## src/rtl/bus_width_bridge.sv

```systemverilog
// bus_width_bridge
//   Down-sizing bridge: wide (DBUS-bit) words with an ABUS-bit base address
//   are buffered in a DEPTH-entry FIFO and then serialised into
//   RATIO = DBUS/SWIDTH narrow beats with an auto-incrementing address.
//
// Ports
//   clk, rst_n            single rising-edge clock, async active-low reset
//   in_valid/in_ready     wide-side handshake
//   in_addr, in_data      wide word base address and data
//   out_valid/out_ready   narrow-side handshake
//   out_addr, out_data    beat address (base + beat) and beat data
//   out_last              final beat of the current wide word
//   busy                  FIFO non-empty or serialiser active
//   fifo_count            current FIFO occupancy
module bus_width_bridge #(
  parameter int DBUS      = 32,
  parameter int ABUS      = 8,
  parameter int SWIDTH    = 8,
  parameter int DEPTH     = 4,
  parameter int MSB_FIRST = 0
) (
  input  logic                     clk,
  input  logic                     rst_n,
  input  logic                     in_valid,
  output logic                     in_ready,
  input  logic [ABUS-1:0]          in_addr,
  input  logic [DBUS-1:0]          in_data,
  output logic                     out_valid,
  input  logic                     out_ready,
  output logic [ABUS-1:0]          out_addr,
  output logic [SWIDTH-1:0]        out_data,
  output logic                     out_last,
  output logic                     busy,
  output logic [$clog2(DEPTH):0]   fifo_count
);

  localparam int RATIO = DBUS / SWIDTH;
  localparam int PW    = $clog2(DEPTH);
  localparam int CW    = PW + 1;
  localparam int BW    = (RATIO > 1) ? $clog2(RATIO) : 1;
  localparam logic [BW-1:0] LAST_BEAT = BW'(RATIO - 1);
  localparam logic [CW-1:0] FULL_CNT  = CW'(DEPTH);

  typedef enum logic {IDLE, SEND} state_e;

  // FIFO storage
  logic [ABUS-1:0] mem_addr_q [DEPTH];
  logic [DBUS-1:0] mem_data_q [DEPTH];
  logic [PW-1:0]   wr_ptr_q, wr_ptr_d;
  logic [PW-1:0]   rd_ptr_q, rd_ptr_d;
  logic [CW-1:0]   count_q,  count_d;

  // Serialiser
  state_e          state_q, state_d;
  logic [BW-1:0]   beat_q,  beat_d;
  logic [ABUS-1:0] base_q,  base_d;
  logic [DBUS-1:0] sreg_q,  sreg_d;

  logic push, pop, hs, last_beat;

  assign in_ready   = (count_q < FULL_CNT);
  assign push       = in_valid && in_ready;
  assign hs         = out_valid && out_ready;
  assign last_beat  = (beat_q == LAST_BEAT);
  assign fifo_count = count_q;
  assign busy       = (count_q != '0) || (state_q == SEND);

  // FIFO storage carries no reset: contents are only ever read after a push.
  always_ff @(posedge clk) begin
    if (push) begin
      mem_addr_q[wr_ptr_q] <= in_addr;
      mem_data_q[wr_ptr_q] <= in_data;
    end
  end

  // State register
  always_ff @(posedge clk or negedge rst_n) begin
    if (!rst_n) begin
      wr_ptr_q <= '0;
      rd_ptr_q <= '0;
      count_q  <= '0;
      state_q  <= IDLE;
      beat_q   <= '0;
      base_q   <= '0;
      sreg_q   <= '0;
    end else begin
      wr_ptr_q <= wr_ptr_d;
      rd_ptr_q <= rd_ptr_d;
      count_q  <= count_d;
      state_q  <= state_d;
      beat_q   <= beat_d;
      base_q   <= base_d;
      sreg_q   <= sreg_d;
    end
  end

  // Next-state logic. The serialiser keeps the current slice at the output
  // end of a shift register, so each accepted beat just shifts by SWIDTH.
  always_comb begin
    state_d = state_q;
    beat_d  = beat_q;
    base_d  = base_q;
    sreg_d  = sreg_q;
    pop     = 1'b0;

    unique case (state_q)
      IDLE: begin
        if (count_q != '0) begin
          pop     = 1'b1;
          state_d = SEND;
        end
      end
      SEND: begin
        if (hs) begin
          if (!last_beat) begin
            beat_d = beat_q + BW'(1);
            if (MSB_FIRST != 0) sreg_d = sreg_q << SWIDTH;
            else                sreg_d = sreg_q >> SWIDTH;
          end else if (count_q != '0) begin
            // Back-to-back load keeps the output stream free of bubbles.
            pop = 1'b1;
          end else begin
            state_d = IDLE;
          end
        end
      end
      default: state_d = IDLE;
    endcase

    if (pop) begin
      beat_d = '0;
      base_d = mem_addr_q[rd_ptr_q];
      sreg_d = mem_data_q[rd_ptr_q];
    end

    wr_ptr_d = push ? wr_ptr_q + PW'(1) : wr_ptr_q;
    rd_ptr_d = pop  ? rd_ptr_q + PW'(1) : rd_ptr_q;
    count_d  = count_q + CW'(push) - CW'(pop);
  end

  // Output logic
  always_comb begin
    out_valid = 1'b0;
    out_last  = 1'b0;
    out_addr  = '0;
    out_data  = '0;
    if (state_q == SEND) begin
      out_valid = 1'b1;
      out_last  = last_beat;
      out_addr  = base_q + ABUS'(beat_q);
      if (MSB_FIRST != 0) out_data = sreg_q[DBUS-1 -: SWIDTH];
      else                out_data = sreg_q[SWIDTH-1:0];
    end
  end

endmodule

```

## config.mk

```make
export PLATFORM = sky130hd
export DESIGN_NAME = bus_width_bridge
export DESIGN_NICKNAME = d
export VERILOG_FILES = /design/src/rtl/bus_width_bridge.sv
export SDC_FILE = /design/constraint.sdc
export NUM_CORES = 1
export LEC_CHECK = 0
export ABC_AREA = 1
export BUFFER_PORTS_ARGS = -buffer_cell sky130_fd_sc_hd__buf_2
export CAP_MARGIN = 20
export CELL_PAD_IN_SITES_DETAIL_PLACEMENT = 1
export CELL_PAD_IN_SITES_GLOBAL_PLACEMENT = 1
export CORE_ASPECT_RATIO = 0.9
export CORE_MARGIN = 4
export CORE_UTILIZATION = 40
export CTS_BUF_LIST = sky130_fd_sc_hd__clkbuf_8
export DETAILED_ROUTE_END_ITERATION = 6
export GPL_ROUTABILITY_DRIVEN = 0
export MAX_ROUTING_LAYER = met4
export PLACE_DENSITY = 0.74
export REMOVE_ABC_BUFFERS = 1
export SETUP_SLACK_MARGIN = 0.2
export SYNTH_ARGS = -nofsm -noshare
export SYNTH_HDL_FRONTEND = slang
export SYNTH_SLANG_ARGS = --single-unit
```

## constraint.sdc

```tcl
create_clock -name clk -period 4 [get_ports clk]
set_clock_uncertainty 0.15 [all_clocks]
set_input_delay 0.2 -clock clk [delete_from_list [all_inputs] [get_ports clk]]
set_output_delay 0.2 -clock clk [all_outputs]
set_load 0.01 [all_outputs]
```

==> flow_summary.json <==
{
  "status": "completed",
  "die_w_um": 165,
  "start_util_pct": 40.8,
  "synth_edf_count": 160,
  "ios": 67,
  "ys_top_cells_by_area": "edfxtp_1 (54%), dfrtp_1 (14%), nand2_1 (13%), nor2_1 (3.3%), nand3_1 (3.1%)",
  "gr-usage-all-layers_pct": 17.2,
  "h-tree-depth": 2,
  "clkPwrFrac_pct": 25.8,
  "clock_path_buffers": 3,
  "ant_nets": 0,
  "critPathKind": "reg2reg",
  "gr-total-overflow": 0,
  "avgSynthCellArea_um2": 10.5,
  "worstHoldPathType": "in2async",
  "p_per_area_nw_per_um2": 691,
  "drc": 0,
  "cp.arrival_ns": 2.97,
  "drt-total-wl_um": 19800,
  "final.min_clock_period_ns": 2.73,
  "whs_ns": 0.190,
  "avgViaCountPerCell": 4.73,
  "required_ns": 4.24,
  "worst-slew-pin-transition_ns": 0.962,
  "grt_pass1_vias": 6260,
  "core_um2": 21700,
  "syn-instance-count": 841,
  "clkSinkCount": 210,
  "drv_cap": 0,
  "mostFrequentLayoutCells": "nand2_1 (306), edfxtp_1 (160), inv_1 (79), nor2_1 (75), buf_2 (66)",
  "routedWlPerCell_um": 15.5,
  "slew_headroom_pct": 35.7,
  "nets": 1014,
  "ys_ff_latch": 210,
  "crit_fanout": 43,
  "synthDistinctLibCells": 23,
  "clock_latency_ns": 0.52,
  "p_leak_nw": 4.56,
  "mostFrequentLayoutCell": "nand2_1",
  "hpwl_um": 11300,
  "cp-start-kind": "register",
  "cts_buffers": 38,
  "synth_top_area_share_pct": 54.2,
  "synthArstFlopShare_pct": 23.8,
  "rsz0062_at_grt": "false",
  "slew_violations": 0,
  "fin_crit_sh_pct": 68.2,
  "cts_setup_buffers": 0,
  "ys_seq_area_share_pct": 68.3,
  "dr.pass1.iters": 4,
  "cts_tree": "done",
  "critPathLaunch": "beat_q[1]$_DFFE_PN0P_",
  "end_kind": "register",
  "antenna_cells": 0,
  "vias": 6053,
  "grt_start_max_net_pins": 82,
  "total_power_mw": 7.30,
  "fin_area_um2": 10600,
  "synth_area_um2": 8860,
  "grt_pass1_wl_um": 32200,
  "syn_to_final_growth_pct": 19.3,
  "antenna_found_initial": 0,
  "max_freq_ghz": 0.367,
  "placed_cell_area_um2": 9420,
  "p_comb_share_pct": 32.7,
  "drive_above_1_share_pct": 14.1,
  "synth_area_leader_cell": "edfxtp_1",
  "hold_viol": 0,
  "timing.rr.start": "beat_q[1]$_DFFE_PN0P_",
  "setup_viol": 0,
  "p_int_mw": 4.63,
  "ctsRootBufferMaster": "clkbuf_8",
  "ys_warn_count": 0,
  "dieArea_um2": 24600,
  "seq_power_share_pct": 41.5,
  "dr.first_iter.drc_count": 386,
  "switchingPower_mw": 2.67,
  "die-height_um": 149,
  "ys.flop_type": "edfxtp_1",
  "clk_pin_slew_ns": 0.06,
  "final.setup.tns_ns": 0,
  "vdd_drop_max_mv": 0.299,
  "rows": 51,
  "switching_share_pct": 36.6,
  "portBuffers": 66,
  "utilization_pct": 48.7
}
[cells in the mapped netlist, types with 4 or more instances]
library cell / count
buf_2: 22
xor2_1: 4
ha_1: 8
dfrtp_1: 50
nor2_1: 79
inv_1: 62
nand2_1: 306
clkbuf_1: 8
o21ai_1: 10
edfxtp_1: 160
o21ai_0: 50
a21oi_1: 5
nand3_1: 55
buf_6: 8
[critical path, stage by stage, from the launching register on]
cell and delay (ns):
dfrtp_1 0.43, ha_1 0.29, nand2_1 0.11, nand2_2 0.07
nand2_4 0.34, inv_8 0.20, nand2_1 0.16, nand2_1 0.08
ha_1 0.20, fa_1 0.37, xor2_1 0.17
[flip-flops by register name, summed over array words and instances (netlist names)]
| register | cells |
|---|---|
| sreg_q | 32 |
| mem_data_q | 128 |
| wr_ptr_q | 2 |
| base_q | 8 |
| mem_addr_q | 32 |
| rd_ptr_q | 2 |
| state_q | 1 |
| beat_q | 2 |
| fifo_count | 3 |
[area by class of cell]
class                           instances  area [um2]
Clock buffer                           43         592
Clock inverter                         26         133
Fill cell                            2405       11100
Inverter                               65         251
Multi-Input combinational cell        526        2340
Sequential cell                       210        6060
Tap cell                              291         364
Timing Repair Buffer                  119         836
[stage by stage]
step	setup slack, ns	std cells
after floorplan	0.942	801
after global placement	1.31	1168
after detailed placement	1.24	1168
after CTS	1.25	1280
after global routing	1.08	1280
final	1.27	1280
[metal layers]
layer / track usage [%] / vias up / share of wire, %
li1: - / 2978 / -
met1: 21.9 / 2940 / 45
met2: 28.2 / 111 / 50
met3: 3.12 / 24 / 4.1
met4: 5.32 / 0 / 1.6
met5: - / - / 0
[timing repair]
action | 4_1_cts | 5_1_grt
resized for setup | 0 | 0
setup endpoints to repair | 0 | 0
hold buffers | 43 | 0
hold endpoints to repair | 213 | 0
[power by group through the flow]
stage / sequential (mW) / clock, mW / combinational [mW]
global placement: 3.05 / 0 / 2.33
floorplan: 3.16 / 0 / 1.45
finish: 3.03 / 1.89 / 2.39
global route: 3.08 / 2.06 / 2.77
detailed placement: 3.08 / 0 / 2.40
CTS: 3.04 / 1.95 / 2.45
[path summary, 6_finish.rpt]
check	cells past startpoint	slack, ns	end
worst min register to register	2	0.33	sreg_q[28]$_DFFE_PN0P_
worst max-delay path	10	1.27	fifo_count[2]$_DFF_PN0_
max in group asynchronous	3	3.02	rd_ptr_q[0]$_DFFE_PN0P_
worst min-delay path	3	0.19	sreg_q[2]$_DFFE_PN0P_
min in group clk	2	0.28	mem_data_q[2][31]$_DFFE_PP_
worst max register to register	10	1.27	fifo_count[2]$_DFF_PN0_
[cell families after synthesis]
group | count (synthesis) | synth area share [%]
simple gates | 446 | 20.3
flops | 210 | 68.3
buf+inv | 105 | 5.61
compound gates | 65 | 3.67
fa+ha+maj | 10 | 1.58
xor+xnor | 5 | 0.494
(Power assumes the default switching activity.)
